**config.mk**
```make
export PLATFORM = sky130hd
export DESIGN_NAME = sat_chan_doppler
export DESIGN_NICKNAME = d
export VERILOG_FILES = /design/src/rtl/gps_synth_pkg.sv /design/src/rtl/sat_chan_doppler_epoch_timer.sv /design/src/rtl/sat_chan_doppler.sv
export SDC_FILE = /design/constraint.sdc
export NUM_CORES = 1
export LEC_CHECK = 0
export CELL_PAD_IN_SITES_DETAIL_PLACEMENT = 1
export CELL_PAD_IN_SITES_GLOBAL_PLACEMENT = 2
export CORE_MARGIN = 1
export CORE_UTILIZATION = 28
export CTS_BUF_LIST = sky130_fd_sc_hd__clkbuf_16
export DETAILED_ROUTE_END_ITERATION = 8
export PLACE_DENSITY = 0.83
export SLEW_MARGIN = 20
export SYNTH_ARGS = -nofsm -noshare
export SYNTH_HDL_FRONTEND = slang
export SYNTH_HIERARCHICAL = 1
export SYNTH_SLANG_ARGS = --single-unit
```
**constraint.sdc**
```tcl
create_clock -name clk -period 4.5 [get_ports clk]
set_input_delay 0.45 -clock clk [delete_from_list [all_inputs] [get_ports clk]]
set_output_delay 0.45 -clock clk [all_outputs]
set_load 0.05 [all_outputs]
```
**src/rtl/gps_synth_pkg.sv**
```systemverilog
// Shared types for the GPS synthesizer channel path.
// The accel field of doppler_cfg_t exists only when SAT_CHAN_DOPPLER_ACCEL_EN is defined.
package gps_synth_pkg;

    localparam int FREQ_W = 32;
    localparam int GAIN_W = 16;

    typedef enum logic [1:0] {
        IDLE = 2'd0,
        RAMP = 2'd1,
        HOLD = 2'd2
    } doppler_state_t;

    // Fixed-width profile fields; interval and epoch count travel separately
    // because their widths are set by the instantiating module's parameters.
    typedef struct packed {
        logic        [FREQ_W-1:0] freq;
        logic signed [FREQ_W-1:0] rate;
`ifdef SAT_CHAN_DOPPLER_ACCEL_EN
        logic signed [FREQ_W-1:0] accel;
`endif
        logic        [GAIN_W-1:0] gain;
    } doppler_cfg_t;

endpackage

```
**src/rtl/sat_chan_doppler_epoch_timer.sv**
```systemverilog
// Epoch timer: counts clocks up to the latched interval, fires an epoch strobe,
// counts epochs and flags the final one when a nonzero target was programmed.
module epoch_timer #(
    parameter int TICK_W = 16,
    parameter int CNT_W  = 24
) (
    input  logic              clk,
    input  logic              reset,
    input  logic              load,
    input  logic              run,
    input  logic [TICK_W-1:0] interval,
    input  logic [CNT_W-1:0]  epochs,
    output logic              epoch,
    output logic              last
);

    logic [TICK_W-1:0] tick;
    logic [TICK_W-1:0] interval_q;
    logic [CNT_W-1:0]  count;
    logic [CNT_W-1:0]  count_inc;
    logic [CNT_W-1:0]  epochs_q;

    assign count_inc = count + CNT_W'(1);
    assign epoch     = run && (tick == interval_q);
    assign last      = epoch && (epochs_q != '0) && (count_inc == epochs_q);

    // Profile timing values are captured only on an accepted profile.
    always_ff @(posedge clk) begin
        if (load) begin
            interval_q <= interval;
            epochs_q   <= epochs;
        end
    end

    // Tick and epoch counters restart on every accepted profile.
    always_ff @(posedge clk) begin
        if (reset || load) begin
            tick  <= '0;
            count <= '0;
        end else if (epoch) begin
            tick  <= '0;
            count <= count_inc;
        end else if (run) begin
            tick  <= tick + TICK_W'(1);
        end
    end

endmodule

```
**src/rtl/sat_chan_doppler.sv**
```systemverilog
// Per-channel Doppler/gain controller driving sat_chan enable/freq/gain.
// Optional second-order term enabled by defining SAT_CHAN_DOPPLER_ACCEL_EN.
module sat_chan_doppler
    import gps_synth_pkg::*;
#(
    parameter int TICK_W = 16,
    parameter int CNT_W  = 24
) (
    input  logic                     clk,
    input  logic                     reset,
    input  logic                     cfg_valid,
    output logic                     cfg_ready,
    input  logic        [FREQ_W-1:0] cfg_freq,
    input  logic signed [FREQ_W-1:0] cfg_rate,
    input  logic signed [FREQ_W-1:0] cfg_accel,
    input  logic        [GAIN_W-1:0] cfg_gain,
    input  logic        [TICK_W-1:0] cfg_interval,
    input  logic        [CNT_W-1:0]  cfg_epochs,
    input  logic                     stop,
    output logic                     enable,
    output logic        [FREQ_W-1:0] freq,
    output logic        [GAIN_W-1:0] gain,
    output logic                     busy,
    output logic                     done
);

    doppler_state_t           state;
    doppler_state_t           state_next;
    doppler_cfg_t             cfg;
    logic                     accept;
    logic                     epoch;
    logic                     last;
    logic signed [FREQ_W-1:0] rate;
`ifdef SAT_CHAN_DOPPLER_ACCEL_EN
    logic signed [FREQ_W-1:0] accel;
`else
    logic                     unused_accel;
    assign unused_accel = ^cfg_accel;
`endif

    assign cfg_ready = ((state == IDLE) || (state == HOLD)) && !stop;
    assign accept    = cfg_valid && cfg_ready;
    assign busy      = (state == RAMP);

    // Bundle the offered profile fields.
    always_comb begin
        cfg.freq  = cfg_freq;
        cfg.rate  = cfg_rate;
`ifdef SAT_CHAN_DOPPLER_ACCEL_EN
        cfg.accel = cfg_accel;
`endif
        cfg.gain  = cfg_gain;
    end

    epoch_timer #(
        .TICK_W (TICK_W),
        .CNT_W  (CNT_W)
    ) u_epoch_timer (
        .clk      (clk),
        .reset    (reset),
        .load     (accept),
        .run      (state == RAMP),
        .interval (cfg_interval),
        .epochs   (cfg_epochs),
        .epoch    (epoch),
        .last     (last)
    );

    // State register.
    always_ff @(posedge clk) begin
        if (reset) state <= IDLE;
        else       state <= state_next;
    end

    // Next state: stop beats accept, accept beats the final epoch.
    always_comb begin
        state_next = state;
        if (stop)                        state_next = IDLE;
        else if (accept)                 state_next = RAMP;
        else if (state == RAMP && last)  state_next = HOLD;
    end

    // Channel outputs: load on accept, step on each epoch, clear on stop.
    always_ff @(posedge clk) begin
        if (reset) begin
            enable <= 1'b0;
            freq   <= '0;
            gain   <= '0;
            done   <= 1'b0;
        end else begin
            done <= 1'b0;
            if (stop) begin
                enable <= 1'b0;
                freq   <= '0;
                gain   <= '0;
            end else if (accept) begin
                enable <= 1'b1;
                freq   <= cfg.freq;
                gain   <= cfg.gain;
            end else if (epoch) begin
                freq   <= freq + $unsigned(rate);
                done   <= last;
            end
        end
    end

    // Rate (and accel) registers; the new rate applies from the next epoch.
    always_ff @(posedge clk) begin
        if (accept) begin
            rate  <= cfg.rate;
`ifdef SAT_CHAN_DOPPLER_ACCEL_EN
            accel <= cfg.accel;
`endif
        end
`ifdef SAT_CHAN_DOPPLER_ACCEL_EN
        else if (epoch && !stop) begin
            rate  <= rate + accel;
        end
`endif
    end

endmodule

```
==> flow_summary_export.csv <==
group,metric,value,unit
route,ant_nets,0,
finish,areaGrowthSynthToFinish,31.37,%
floorplan,die_w,178.1,um
timing,setup-violations-final,0,
route,routed_wl,25.29,mm
cts,clock_latency,430,ps
floorplan,core,30590,um^2
setup_path,worst-path-buf-inv,1,
setup_path,start_kind,"flip-flop",
synth,synth_edf_count,72,
synth,ys_ff_latch,164,
power_and_ir_drop,p_switching,0.8991,mW
synth,async_flop_share,0,%
setup_path,critical-path-max-stage-delay,620,ps
global_routing,grt_pass1_wl,39.68,mm
synth,syn_avg_cell_area,9.695,um^2
setup_path,ff2ff_setup_slack,1150,ps
floorplan,io_pins,208,
outcome,outcome,"completed",
floorplan,initial_core_util,28.40,%
finish,drive_above_1_share,6.009,%
setup_path,cpMostUsedCell,"a21oi_1",
cts,numCtsBuffers,17,
floorplan,row_count,64,
setup_path,arrival,3620,ps
synth,syn-cell-area,8687,um^2
floorplan,die-area,31730,um^2
place,gp_congestion,0.8139,
power_and_ir_drop,vdd_ir_drop_max,0.0002536,V
power_and_ir_drop,internal_power,2.679,mW
floorplan,die_y,178.1,um
place,dp_hpwl,18.23,mm
cts,post-cts-setup-buffer-count,0,
cts,clkTransAtPathRegs,70,ps
cts,clock_sinks,164,
power_and_ir_drop,leakagePower,3.969,nW
finish,fin_nets,1242,
route,wl_per_cell,17.30,um
finish,final_core_util,37.31,%
setup_path,setup.worst_path.end_class,"flip-flop",
power_and_ir_drop,p_comb_share,11.5,%
synth,synth_cell_types,72,
cts,cts_resized,0,
route,viasPerCell,4.954,
place,port_buffers,175,
finish,final_cell_mix,"clkdlybuf4s50_1 (175), dfxtp_1 (92), nor2_1 (90)",
cts,cts_hold_buf,0,
finish,final_common_cell,"clkdlybuf4s50_1",
power_and_ir_drop,p_per_area,313.5,nW/um^2
setup_path,crit_family,"simple AND/OR/NAND/NOR gates",
timing,relSlewSlack,30.76,%
synth,postSynthCellCount,896,
route,first_pass_iters,4,
synth,synth-main-ff-cell,"dfxtp_1",
setup_path,path_cells,"ha_1 -> nand3_1 -> nor3_1 -> a21oi_1 -> or4_1 -> nor4_1 -> and4_1 -> inv_1 -> o21ai_0 -> a21oi_1",
global_routing,grt_max_degree,70,
timing,timing.hold.ws,457.0,ps
power_and_ir_drop,p_clk_share,43.0,%
timing,report.final.hold_viol_count,0,
timing,tightestPinTransition,1039,ps
route,drcViolationCount,0,
timing,setup_slack,1147,ps
timing,rsz0062_at_grt,"false",
timing,period_needed,3353,ps
timing,drv_slew,0,
synth,synth_seq_area_share,46.09,%
timing,fmax,0.2982,GHz
cts,clk_path_buf_depth,2,
timing,finalSetupTns,0,ps
cts,cts_tree,"built",
job,max-cap-violations,0,
synth,yosysWarnings,6,
route,dr.first_iter.drc_count,306,
route,num_vias,7243,
power_and_ir_drop,switching_share,25.13,%
setup_path,crit_type,"flip-flop to flip-flop",
synth,syn-num-nets,1086,
power_and_ir_drop,power.total,3.578,mW
timing,finalCritPeriodShare,74.51,%
global_routing,grt_overflow_total,0,
global_routing,grt_pass1_vias,7536,
worst_hold_path,hp-class,"flip-flop to flip-flop",
global_routing,antenna_found_initial,2,
power_and_ir_drop,p_seq_share,45.5,%
setup_path,slowest_stage,"nor3_1",
place,dp_slack,1191,ps
setup_path,worstPathRequired,4770,ps
setup_path,crit_fanout,7,
cts,cts_root_buf,"clkbuf_16",
global_routing,globalRouteTotalUtil,16.21,%
timing,fin_skew,12.90,ps
cts,htree_levels,4,
==> metal layers <==
layer  GRT usage (%)  up-vias  part of all wire [%]
li1                -     3571                     -
met1           19.25     3488                    44
met2           27.37      153                    48
met3           5.541       29                   6.0
met4           4.986        2                   1.8
met5               0        -                 0.051
==> registers in the layout, summed over array words and instances (netlist names) <==
signal	flops
rate	32
done	1
freq	32
u_epoch_timer/tick	16
u_epoch_timer/count	24
u_epoch_timer/epochs_q	24
gain	16
enable	1
u_epoch_timer/interval_q	16
state	2
==> per-stage QoR <==
step,area [um^2],instances
global placement,10800,1429
finish,11410,1462
CTS,11410,1461
global route,11410,1461
detailed placement,10800,1429
floorplan,8695,896
==> area by class of cell <==
cell class	instances	area, um^2
Multi-Input combinational cell	673	4444
Inverter	14	55.05
Clock inverter	15	181.4
Timing Repair Buffer	182	1804
Clock buffer	17	425.4
Fill cell	3483	19180
Antenna cell	1	2.502
Sequential cell	164	4004
Tap cell	396	495.5
==> power by group through the flow <==
stage	sequential, mW	clock (mW)	combinational (mW)
after global routing	1.63	1.65	0.450
after floorplan	1.70	0	0.183
after detailed placement	1.66	0	0.414
final	1.63	1.54	0.412
after CTS	1.63	1.59	0.418
after global placement	1.66	0	0.409
==> tightest hold or removal path, stage by stage, from the launching register on <==
cell and delay [ps]:
dfxtp_1 310, nand2_1 50, a21oi_1 50
==> synthesized netlist by cell type (17+ instances only) <==
cell / instances / area [um^2]
dfxtp_1: 92 / 1842
nor2_1: 90 / 337.8
nand2_1: 78 / 292.8
edfxtp_1: 72 / 2162
a21oi_1: 63 / 315.3
xnor2_1: 58 / 508.0
xor2_1: 49 / 429.2
o21ai_0: 34 / 170.2
ha_1: 33 / 412.9
clkbuf_1: 25 / 93.84
nand4_1: 25 / 156.4
mux2i_1: 24 / 240.2
nand3_1: 22 / 110.1
a211oi_1: 20 / 150.1
a21o_1: 17 / 127.6
nor3_1: 17 / 85.08
==> kinds of logic (layout without fill, tap and decap cells) <==
| group | count (synthesis) | count (layout) | share of synthesized area (%) |
|---|---|---|---|
| AOI/OAI and AO/OA | 188 | 188 | 13.64 |
| DFF | 164 | 164 | 46.09 |
| other | 0 | 1 | 0 |
| muxes | 24 | 24 | 2.765 |
| adders and majority gates | 34 | 34 | 4.983 |
| xor gates and xnor gates | 107 | 107 | 10.79 |
| buffers and inverters | 59 | 228 | 2.837 |
| and+or+nand+nor | 320 | 320 | 18.90 |
==> path summary, 6_finish.rpt <==
kind	startpoint	end	cells after the start
worst max-delay path	u_epoch_timer/count[0]	state[0]	10
worst min-delay path	gain[12]	gain[12]	2
worst max register to register	u_epoch_timer/count[0]	state[0]	10
worst min register to register	gain[12]	gain[12]	2
No activity file was read; power rests on OpenSTA's default activity.
